$ cat config.mk
export PLATFORM = sky130hd
export DESIGN_NAME = burst_enable_gen
export DESIGN_NICKNAME = d
export VERILOG_FILES = /design/src/rtl/burst_enable_gen_pkg.sv /design/src/rtl/burst_enable_gen_strobe_prescaler.sv /design/src/rtl/burst_enable_gen.sv
export SDC_FILE = /design/constraint.sdc
export NUM_CORES = 1
export LEC_CHECK = 0
export ABC_AREA = 1
export BUFFER_PORTS_ARGS = -buffer_cell sky130_fd_sc_hd__clkbuf_2
export CORE_MARGIN = 3
export CORE_UTILIZATION = 55
export DETAILED_ROUTE_END_ITERATION = 8
export MAX_ROUTING_LAYER = met4
export PLACE_DENSITY = 0.76
export SLEW_MARGIN = 20
export SYNTH_ARGS = -nofsm -noshare
export SYNTH_HDL_FRONTEND = slang
export SYNTH_SLANG_ARGS = --single-unit
$ cat constraint.sdc
create_clock -name CLK -period 3.7 [get_ports CLK]
set_clock_uncertainty 0.05 [all_clocks]
set_input_delay 0.185 -clock CLK [delete_from_list [all_inputs] [get_ports CLK]]
set_output_delay 0.185 -clock CLK [all_outputs]
set_load 0.005 [all_outputs]
$ cat src/rtl/burst_enable_gen_pkg.sv
// Shared types and default widths for the burst enable generator.
package burst_enable_gen_pkg;
   localparam int DIV_WIDTH_DEF = 8;
   localparam int LEN_WIDTH_DEF = 8;

   typedef enum logic [1:0] {
      ST_IDLE = 2'd0,
      ST_RUN  = 2'd1,
      ST_DONE = 2'd2
   } state_e;
endpackage

$ cat src/rtl/burst_enable_gen_strobe_prescaler.sv
// Reloadable down-counter that sets the spacing between enable strobes.
module strobe_prescaler #(
   parameter int DIV_WIDTH = 8
) (
   input  logic                 clk_i,
   input  logic                 rst_i,
   input  logic                 load_i,
   input  logic                 run_i,
   input  logic [DIV_WIDTH-1:0] div_i,
   output logic                 tick_o
);
   logic [DIV_WIDTH-1:0] div_q, div_d;
   logic [DIV_WIDTH-1:0] div_cnt_q, div_cnt_d;

   always_ff @(posedge clk_i) begin
      if (rst_i) begin
         div_q     <= '0;
         div_cnt_q <= '0;
      end else begin
         div_q     <= div_d;
         div_cnt_q <= div_cnt_d;
      end
   end

   always_comb begin
      div_d     = div_q;
      div_cnt_d = div_cnt_q;
      if (load_i) begin
         div_d     = div_i;
         div_cnt_d = div_i;
      end else if (run_i) begin
         div_cnt_d = (div_cnt_q == '0) ? div_q : div_cnt_q - 1'b1;
      end
   end

   // Registered-only decode: no input reaches the strobe combinationally.
   assign tick_o = run_i && (div_cnt_q == '0);
endmodule

$ cat src/rtl/burst_enable_gen.sv
// Emits LEN single-cycle enable strobes spaced DIV+1 cycles apart, then a DONE pulse.
//   state   | meaning
//   ST_IDLE | waiting for START
//   ST_RUN  | issuing strobes, rem counts what is left
//   ST_DONE | one-cycle completion pulse
module burst_enable_gen
   import burst_enable_gen_pkg::*;
#(
   parameter int DIV_WIDTH = DIV_WIDTH_DEF,
   parameter int LEN_WIDTH = LEN_WIDTH_DEF
) (
   input  logic                 CLK,
   input  logic                 RESET,
   input  logic                 START,
   input  logic [DIV_WIDTH-1:0] DIV,
   input  logic [LEN_WIDTH-1:0] LEN,
   input  logic                 ABORT,
   output logic                 EN,
   output logic                 BUSY,
   output logic                 DONE,
   output logic [LEN_WIDTH-1:0] REMAIN
);
   state_e               state_q, state_d;
   logic [LEN_WIDTH-1:0] rem_q, rem_d;
   logic                 load, run, tick;

   assign load = (state_q == ST_IDLE) && START && !ABORT;
   assign run  = (state_q == ST_RUN);

   strobe_prescaler #(.DIV_WIDTH(DIV_WIDTH)) u_prescaler (
      .clk_i  (CLK),
      .rst_i  (RESET),
      .load_i (load),
      .run_i  (run),
      .div_i  (DIV),
      .tick_o (tick)
   );

   always_ff @(posedge CLK) begin
      if (RESET) begin
         state_q <= ST_IDLE;
         rem_q   <= '0;
      end else begin
         state_q <= state_d;
         rem_q   <= rem_d;
      end
   end

   always_comb begin
      state_d = state_q;
      rem_d   = rem_q;
      case (state_q)
         ST_IDLE: begin
            if (load) begin
               rem_d   = LEN;
               state_d = (LEN == '0) ? ST_DONE : ST_RUN;
            end
         end
         ST_RUN: begin
            // The strobe decoded this cycle still goes out on abort.
            if (ABORT) begin
               state_d = ST_IDLE;
               rem_d   = '0;
            end else if (tick) begin
               rem_d = rem_q - 1'b1;
               if (rem_q == LEN_WIDTH'(1)) state_d = ST_DONE;
            end
         end
         ST_DONE: state_d = ST_IDLE;
         default: state_d = ST_IDLE;
      endcase
   end

   assign EN     = tick;
   assign BUSY   = (state_q == ST_RUN) || (state_q == ST_DONE);
   assign DONE   = (state_q == ST_DONE);
   assign REMAIN = rem_q;
endmodule

==> metrics.yaml <==
logic_synthesis:
  synth_seq_cells: 26
  yosys_warnings: 0
  synth_area_per_cell_sq_um: 6.329
  synth_area_sq_um: 1734
  seq_area_frac_synth_pct: 30.01
  synth_cell_types: 25
  syn-num-nets: 301
  syn_inst: 274
clock_tree:
  cts_max_level: 1
  hold_buffers: 0
  cts_tree: "yes"
  clkSlewWorstSetupHoldPaths_ps: 150
  clk_path_buf_depth: 2
  cts.repair.resized: 0
  clkSinkCount: 26
  clock_latency_ps: 320
  cts_buffers: 3
  cts-root-buf: "clkbuf_4"
  post_cts_buffers: 0
cells_and_area:
  stdcell_area_sq_um: 1928
  final_cell_mix: "56 x nand2_1, 46 x nor2_1, 40 x inv_1, 30 x clkbuf_2"
  fin_util_pct: 67.03
  stdcell_count: 344
  n_antenna_cell: 0
  nets: 330
  area_growth_pct: 11.18
  final_common_cell: "nand2_1"
  drive_gt1_share_pct: 15.89
  fillers: 274
power:
  vdd_drop_max_mv: 0.5397
  p_comb_share_pct: 62.1
  p_leak_nw: 0.9712
  p_int_mw: 0.7829
  swShare_pct: 51.11
  pwr-share-clk_pct: 9.3
  power_density_nw_per_um2: 830.6
  p_sw_mw: 0.8185
  p_seq_share_pct: 28.6
flow_run:
  max-cap-violations: 0
sta:
  hold_violations: 0
  finalSetupViolCount: 0
  fin_crit_sh_pct: 53.15
  grt_setup_unrepaired: "no"
  worst_pin_slew_ps: 649.3
  slew_headroom_pct: 56.67
  tns_ps: 0
  fin_ws_ps: 1733
  max_freq_mhz: 508.5
  slew_viol_final: 0
  fin_crit_ps: 1967
worst_setup_path:
  critical_path_required_ps: 3920
  path_class: "reg2reg"
  slowest_delay_ps: 340
  critPathLaunchType: "flop"
  crit_fanout: 16
  crit_path_end_kind: "flop"
  path_cells: "inv_1, ha_1, nand2_2, nor2_4, inv_4, o21ai_4, nand2_4, nand2_1, nand2_1, nor2_1"
  critical_path_arrival_ps: 2190
  crit_top_cell: "nand2_1"
  crit_slowest_cell: "dfxtp_1"
detailed_routing:
  ant_nets: 0
  drtIter0Drc: 125
  dr.pass1.iters: 4
  vias_per_cell: 5.157
  drt-total-wl_um: 4091
  post_drt_wl_per_cell_um: 11.89
  route.detailed.drc: 0
  vias: 1774
grt:
  antenna_found_initial: 0
  grt_overflow: 0
  grt_pass1_wl_um: 7065
  grt_pass1_vias: 1595
  gr-usage-all-layers_pct: 22.23
  grt_max_degree: 23
floorplanning:
  initial_utilization_pct: 60.29
  io_pins: 31
  die_w_um: 62.15
  fp.dieH_um: 62.15
  rows: 19
  coreArea_sq_um: 2877
  dieArea_sq_um: 3863
placement:
  port_buffers: 30
  place_area_sq_um: 1892
  gp_congestion: 0.8690
  hpwl_um: 3143
  placed_cells: 340
  preCtsSetupSlack_ps: 1783
min_path:
  hold_class: "in2reg"
outcome:
  status: "finished clean"
==> cells by family after synthesis <==
| kind of cell | synth area share, % |
|---|---|
| compound gates | 18.62 |
| fa+ha+maj | 5.050 |
| buf+inv | 11.83 |
| flops | 30.01 |
| simple gates | 34.49 |
==> per-layer routing <==
metal  wire (um)  global-route usage, %  part of all wire (%)
met5           0                      -                     0
met4          21                  4.144                  0.51
met3         189                  3.243                   4.6
met2        1747                  34.68                    43
met1        2133                  30.92                    52
==> power groups by stage <==
stage | Clock [mW] | Sequential (mW) | Combinational [mW]
4_1_cts | 0.151 | 0.456 | 0.986
3_5_place_dp | 0 | 0.463 | 0.980
6_report | 0.150 | 0.458 | 0.994
3_3_place_gp | 0 | 0.461 | 0.967
2_1_floorplan | 0 | 0.448 | 0.777
5_1_grt | 0.161 | 0.473 | 1.14
==> worst paths after layout <==
kind	startpoint	end	slack (ps)	cells after the start
max	state_q[0]	REMAIN[5]	1730	10
max reg2reg	state_q[0]	REMAIN[5]	1730	10
min reg2reg	u_prescaler.div_q[7]	u_prescaler.div_q[7]	430	2
min	RESET	u_prescaler.div_q[7]	30	2
==> stage by stage <==
step / hold WS [ps] / power (mW)
floorplan: 204.1 / 1.225
global placement: 388.3 / 1.429
detailed placement: 385.2 / 1.443
CTS: 20.75 / 1.593
global route: 25.76 / 1.769
finish: 28.04 / 1.601
==> synth_stat cells, drive strengths merged <==
cell / count / area [sq um]
a21oi: 16 / 80.08
a22oi: 1 / 7.510
buf: 6 / 45.04
dfxtp: 26 / 520.5
ha: 7 / 87.58
inv: 42 / 160.1
nand2: 60 / 245.2
nand3: 20 / 100.1
nand4: 3 / 18.77
nor2: 51 / 219.0
nor3: 3 / 15.01
o21a: 5 / 37.54
o21ai: 33 / 191.4
o22ai: 1 / 6.260
==> state kept, by name, summed over array words and instances, names as in the netlist <==
name and count:
REMAIN 8, state_q 2, u_prescaler.div_q 8, u_prescaler.div_cnt_q 8
==> worst max-delay path: cells and delay by family, from the launching register on <==
kind / cells / cell delay (ps)
adder cells (fa/ha/maj): 1 / 330
buffers and inverters: 2 / 270
flip-flops: 1 / 340
AO/OA/AOI/OAI: 1 / 140
AND/OR/NAND/NOR: 6 / 780
==> final cells by class <==
type                       instances  area, sq um  share of cell area, %
multi-input combinational        200         1008                  52.30
sequential                        26        520.5                  27.00
inverter                          42        160.2                  8.306
timing repair buffer              30        150.1                  7.787
tap                               42        52.55                  2.726
clock buffer                       4        36.28                  1.882
Power figures use the tool's default switching activity.
